$ cat config.mk
export PLATFORM = sky130hd
export DESIGN_NAME = controlador_estados
export DESIGN_NICKNAME = d
export VERILOG_FILES = /design/src/rtl/controlador_estados.sv
export SDC_FILE = /design/constraint.sdc
export NUM_CORES = 1
export LEC_CHECK = 0
export ABC_AREA = 0
export BUFFER_PORTS_ARGS = -buffer_cell sky130_fd_sc_hd__buf_2
export CAP_MARGIN = 20
export CORE_MARGIN = 10
export CORE_UTILIZATION = 46
export DETAILED_ROUTE_END_ITERATION = 6
export MAX_ROUTING_LAYER = met4
export PLACE_DENSITY = 0.68
export SLEW_MARGIN = 10
export SYNTH_ARGS = -nofsm -noshare
export SYNTH_HDL_FRONTEND = slang
export SYNTH_SLANG_ARGS = --single-unit
$ cat constraint.sdc
create_clock -name clk -period 6.95 [get_ports clk]
set_input_delay 0 -clock clk [delete_from_list [all_inputs] [get_ports clk]]
set_output_delay 0 -clock clk [all_outputs]
set_load 0.02 [all_outputs]
$ cat src/rtl/controlador_estados.sv
// controlador_estados: activity controller for the virtual pet.
// Turns debounced button levels into rising-edge requests, selects the
// one-hot activity code `estado`, ends activities on a full attribute or
// timeout, detects death after a run of zero attributes, and registers a
// low-attribute warning.
// Optional build macro CONTROLADOR_ESTADOS_REVIVER_EN: holding all three
// buttons high while MORTO revives the pet to OCIOSO.
module controlador_estados #(
  parameter logic [7:0]  MAX_ATRIB     = 8'd100,
  parameter logic [7:0]  LIMIAR_ALERTA = 8'd20,
  parameter logic [23:0] DURACAO       = 24'd1_000_000,
  parameter logic [23:0] TEMPO_MORTE   = 24'd500_000
) (
  input  logic       clk,
  input  logic       rst,
  input  logic       btn_dormir,
  input  logic       btn_comer,
  input  logic       btn_aula,
  input  logic [7:0] fome,
  input  logic [7:0] felicidade,
  input  logic [7:0] sono,
  output logic [3:0] estado,
  output logic       alerta
);

  typedef enum logic [3:0] {
    OCIOSO     = 4'b0000,
    DORMINDO   = 4'b0001,
    COMENDO    = 4'b0010,
    DANDO_AULA = 4'b0100,
    MORTO      = 4'b1000
  } estado_t;

  estado_t     estado_q, estado_d;
  logic [23:0] timer_q, timer_d;
  logic [23:0] morte_cnt_q, morte_cnt_d;
  logic [2:0]  btn_q, btn_d;
  logic        alerta_q, alerta_d;

  logic        ev_dormir, ev_comer, ev_aula;
  logic        ha_evento;
  estado_t     alvo;
  logic [7:0]  atrib_fim;
  logic        cond_zero;
  logic        morte;
  logic [23:0] morte_cnt_inc;
  logic        baixo;

  // Rising-edge requests and priority selection (dormir > comer > aula).
  always_comb begin
    ev_dormir = btn_dormir & ~btn_q[2];
    ev_comer  = btn_comer  & ~btn_q[1];
    ev_aula   = btn_aula   & ~btn_q[0];
    ha_evento = ev_dormir | ev_comer | ev_aula;
    alvo      = OCIOSO;
    if (ev_dormir)     alvo = DORMINDO;
    else if (ev_comer) alvo = COMENDO;
    else if (ev_aula)  alvo = DANDO_AULA;
  end

  // Attribute that finishes the current activity, death term and warning term.
  always_comb begin
    atrib_fim = '0;
    case (estado_q)
      DORMINDO:   atrib_fim = sono;
      COMENDO:    atrib_fim = fome;
      DANDO_AULA: atrib_fim = felicidade;
      default:    atrib_fim = '0;
    endcase
    cond_zero     = (fome == 8'd0) | (sono == 8'd0) | (felicidade == 8'd0);
    morte_cnt_inc = (morte_cnt_q == '1) ? morte_cnt_q : morte_cnt_q + 24'd1;
    // Dies on the edge that completes TEMPO_MORTE consecutive true samples.
    morte         = cond_zero && (({1'b0, morte_cnt_q} + 25'd1) >= {1'b0, TEMPO_MORTE});
    baixo         = (fome < LIMIAR_ALERTA) | (sono < LIMIAR_ALERTA) |
                    (felicidade < LIMIAR_ALERTA);
  end

  // Next-state, activity timer, death counter and button history.
  always_comb begin
    estado_d    = estado_q;
    timer_d     = timer_q;
    morte_cnt_d = cond_zero ? morte_cnt_inc : '0;
    btn_d       = {btn_dormir, btn_comer, btn_aula};
    case (estado_q)
      MORTO: begin
`ifdef CONTROLADOR_ESTADOS_REVIVER_EN
        if (btn_dormir && btn_comer && btn_aula) begin
          estado_d    = OCIOSO;
          timer_d     = '0;
          morte_cnt_d = '0;
          btn_d       = '1;
        end
`endif
      end
      OCIOSO, DORMINDO, COMENDO, DANDO_AULA: begin
        if (morte) begin
          estado_d = MORTO;
        end else if (ha_evento && (alvo == estado_q)) begin
          estado_d = OCIOSO;
          timer_d  = '0;
        end else if (ha_evento) begin
          estado_d = alvo;
          timer_d  = DURACAO - 24'd1;
        end else if (estado_q == OCIOSO) begin
          timer_d  = '0;
        end else if ((atrib_fim >= MAX_ATRIB) || (timer_q == '0)) begin
          estado_d = OCIOSO;
          timer_d  = '0;
        end else begin
          timer_d  = timer_q - 24'd1;
        end
      end
      default: begin
        estado_d = OCIOSO;
        timer_d  = '0;
      end
    endcase
    alerta_d = baixo && (estado_d != MORTO);
  end

  // State registers; button history resets high so a held button cannot fire.
  always_ff @(posedge clk or posedge rst) begin
    if (rst) begin
      estado_q    <= OCIOSO;
      timer_q     <= '0;
      morte_cnt_q <= '0;
      btn_q       <= '1;
      alerta_q    <= 1'b0;
    end else begin
      estado_q    <= estado_d;
      timer_q     <= timer_d;
      morte_cnt_q <= morte_cnt_d;
      btn_q       <= btn_d;
      alerta_q    <= alerta_d;
    end
  end

  assign estado = estado_q;
  assign alerta = alerta_q;

endmodule

==> results.json <==
{
  "postRouteAntennaNets": 0,
  "synth_enable_flop_cells": 0,
  "totalPowerFinal_mw": 0.763,
  "hpwlAfterDp_um": 6140,
  "setup-tns-final_ns": 0,
  "cpLargestDelayFamily": "simple AND/OR/NAND/NOR gates",
  "postCtsHoldBufs": 5,
  "area_growth_pct": 10.6,
  "tritoncts_num_sinks": 56,
  "mean_number_of_vias_per_cell": 5.98,
  "period_minus_slack_ns": 3.64,
  "ff2ff_setup_slack_ns": 3.31,
  "clk_lat_worst_skew_ns": 0.32,
  "layout-drive-gt1-share_pct": 14.6,
  "clock_pin_slew_worst_setup_and_hold_paths_ns": 0.11,
  "std_cell_rows": 32,
  "dpl.cell_count": 534,
  "dieWidth_um": 109,
  "worstPathBufferInverterCount": 1,
  "result_of_the_run": "finished with violations",
  "core_mm2": 0.00769,
  "timing_worst_setup_path_type": "reg -> reg",
  "post_synth.cell_area_avg_um2": 8.68,
  "hold_viol_final": 1,
  "maximum_number_of_pins_on_one_net_before_global_route_repair": 57,
  "worstMarginPinSlew_ns": 1.06,
  "route.vias.total": 3279,
  "post_synth_top_flop": "sky130_fd_sc_hd__dfrtp_1",
  "detail_route.wl_per_cell_um": 15.6,
  "tritoncts": "yes",
  "violations": "hold timing",
  "worst_setup_path_start_kind": "flip-flop",
  "placement.cell_area_mm2": 0.00384,
  "design.die.area_mm2": 0.0118,
  "grt.total_usage_pct": 15.0,
  "grt_antenna_before_repair": 0,
  "detailedRoute.firstPassIterationCount": 6,
  "powerDensity_mw_per_mm2": 191,
  "timing.hold.worst.start": "sono[5]",
  "final_net_count": 478,
  "stdcell_count": 548,
  "timing.reg2reg.worst_path_depth": 10,
  "rsz0062_at_grt": "no",
  "synthesis.nets": 449,
  "startpoint": "morte_cnt_q[5]",
  "crit-reg2reg-capture": "timer_q[8]",
  "critical_path.endpoint_type": "flip-flop",
  "worstHoldPathType": "in -> reg",
  "finalWirelength_um": 8540,
  "crit_arrival_ns": 3.85,
  "layout.core_utilization_pct": 52.0,
  "numPortBuffers": 33,
  "design_area_mm2": 0.00400,
  "holdPathStages": 4,
  "maximum_fanout_along_the_worst_path": 14,
  "first_global_vias": 3059,
  "post_synthesis_instance_area_mm2": 0.00361,
  "critical_path.max_stage_delay_ns": 0.66,
  "post_route_drc": 0,
  "pin_count": 34,
  "fp.dieH_um": 109,
  "timing.critical_path.cells": "nand4_1 > nor3_1 > mux2_1 > o21bai_1 > o2111a_1 > o211ai_1 > nand3b_1 > and2_1 > inv_2 > a221o_1",
  "final_gp_congestion": 0.918,
  "cts.htree.levels": 2,
  "diodes_inserted": 0,
  "postCtsSetupBuffers": 0,
  "min_delay_worst_endpoint": "alerta",
  "final.setup_skew_ns": 0.0164,
  "grt_overflow": 0,
  "synth_cell_type_count": 66,
  "finalSetupViolations": 0,
  "ctsRootBufferMaster": "sky130_fd_sc_hd__clkbuf_8",
  "layout.filler_cells": 737,
  "min_period_over_period_pct": 52.4,
  "post_cts_resized": 0,
  "required_ns": 7.16,
  "synthCells": 416,
  "synth_async_sr_flop_share_pct": 100,
  "cp_slowest_cell": "sky130_fd_sc_hd__and2_1",
  "drv.max_cap_violation_count": 0,
  "drt_initial_violations": 248,
  "timing.max_slew.rel_slack_pct": 29.0,
  "vdd_drop_max_mv": 0.0742,
  "leakage_nw": 1.66,
  "yosysSeqAreaShare_pct": 38.9,
  "max-clock-path-buffers": 2,
  "r2r_start": "morte_cnt_q[5]",
  "tritoncts.num_buffers": 5,
  "worst_hold_slack_ns": -0.00983,
  "synth_seq_cells": 56,
  "drv_slew": 0,
  "initial_core_util_pct": 47.0,
  "ys_warn_count": 0,
  "max_freq_ghz": 0.275,
  "grt_pass1_wl_um": 14400
}
logic make-up after synthesis:
logic type / Yosys count / share of synthesized area, %
multiplexers: 5 / 1.42
XOR/XNOR: 22 / 5.33
AO/OA/AOI/OAI: 115 / 22.0
buffers and inverters: 41 / 4.88
flip-flops: 56 / 38.9
adder cells (fa/ha/maj): 5 / 1.66
AND/OR/NAND/NOR: 172 / 25.8
power breakdown:
part / internal, mW / total, mW / switching, mW
Sequential: 0.354 / 0.387 / 0.0330
Clock: 0.0813 / 0.189 / 0.108
Combinational: 0.0741 / 0.187 / 0.113
Total: 0.510 / 0.763 / 0.253
tightest hold or removal path, stage by stage:
cell and delay [ns]:
sky130_fd_sc_hd__buf_2 0.09, sky130_fd_sc_hd__nor3_1 0.06, sky130_fd_sc_hd__nand2_1 0.06, sky130_fd_sc_hd__a21oi_1 0.06
per-stage QoR:
| step | hold WS (ns) | setup WS, ns |
|---|---|---|
| 4_1_cts | 0.00143 | 3.32 |
| 6_report | -0.00983 | 3.31 |
| 5_1_grt | 0.00904 | 3.01 |
| 2_1_floorplan | 0.00448 | 4.21 |
| 3_5_place_dp | 0.116 | 3.34 |
| 3_3_place_gp | 0.114 | 3.47 |
worst max-delay path by stage:
stage,depth (start not counted),endpoint,slack (ns)
after global placement,10,timer_q[11],3.47
after floorplan,10,timer_q[2],4.21
after global routing,11,timer_q[8],3.01
after CTS,10,timer_q[8],3.32
after detailed placement,10,timer_q[8],3.34
final,10,timer_q[8],3.31
routing by layer:
metal / part of all wire (%) / track usage [%] / vias up
met3: 8.6 / 3.24 / 13
li1: - / - / 1591
met2: 43 / 22.2 / 133
met4: 1.7 / 4.99 / 0
met1: 47 / 19.9 / 1542
met5: 0 / - / -
synthesized netlist by cell type (3+ instances only):
cell	n	area share, %
sky130_fd_sc_hd__a31oi_2	3	1.0
sky130_fd_sc_hd__dfstp_2	3	2.2
sky130_fd_sc_hd__nand4_1	8	1.4
sky130_fd_sc_hd__xor2_1	5	1.2
sky130_fd_sc_hd__o22ai_1	4	0.69
sky130_fd_sc_hd__a22o_1	5	1.2
sky130_fd_sc_hd__o21ai_1	5	0.69
sky130_fd_sc_hd__nor2b_1	5	0.87
sky130_fd_sc_hd__buf_2	9	1.2
sky130_fd_sc_hd__mux2i_1	4	1.1
sky130_fd_sc_hd__nand3_1	18	2.5
sky130_fd_sc_hd__o211ai_1	3	0.62
sky130_fd_sc_hd__xnor2_1	17	4.1
sky130_fd_sc_hd__and4_1	4	0.97
sky130_fd_sc_hd__clkbuf_1	9	0.94
sky130_fd_sc_hd__nor4_1	6	1.0
sky130_fd_sc_hd__dfrtp_1	53	37
sky130_fd_sc_hd__o21ai_0	16	2.2
sky130_fd_sc_hd__o31ai_1	6	1.2
sky130_fd_sc_hd__nor2_1	36	3.7
sky130_fd_sc_hd__inv_1	20	2.1
sky130_fd_sc_hd__nand2_1	35	3.6
sky130_fd_sc_hd__and3_1	10	1.7
sky130_fd_sc_hd__a221o_1	3	0.83
sky130_fd_sc_hd__a21oi_1	26	3.6
sky130_fd_sc_hd__nand2b_1	6	1.0
sky130_fd_sc_hd__and2_1	7	1.2
sky130_fd_sc_hd__ha_1	4	1.4
sky130_fd_sc_hd__a22oi_1	3	0.62
sky130_fd_sc_hd__nor3_1	19	2.6
sky130_fd_sc_hd__a211oi_1	3	0.62
sky130_fd_sc_hd__a31oi_1	15	2.6
area by class of cell:
cell class                      count  area (um^2)  share of cell area (%)
Clock buffer                        7         86.3                    2.16
Clock inverter                      1         7.51                   0.188
Inverter                           21         78.8                    1.97
Multi-Input combinational cell    319         2040                    51.0
Sequential cell                    56         1410                    35.2
Tap cell                          102          128                    3.19
Timing Repair Buffer               42          253                    6.33
flip-flops by register name, indices dropped and copies added (netlist names):
name	flops
alerta	1
estado	4
morte_cnt_q	24
timer_q	24
btn_q	3
cells in the final DEF, fill, tap and decap left out, types with 8 or more instances in the layout:
cell type,instances
sky130_fd_sc_hd__dfrtp_1,53
sky130_fd_sc_hd__nor2_1,36
sky130_fd_sc_hd__nand2_1,35
sky130_fd_sc_hd__buf_2,33
sky130_fd_sc_hd__a21oi_1,26
sky130_fd_sc_hd__nor3_1,19
sky130_fd_sc_hd__inv_1,19
sky130_fd_sc_hd__nand3_1,18
sky130_fd_sc_hd__xnor2_1,17
sky130_fd_sc_hd__o21ai_0,16
sky130_fd_sc_hd__a31oi_1,14
sky130_fd_sc_hd__and3_1,10
sky130_fd_sc_hd__nand4_1,8
(Power assumes the default switching activity.)
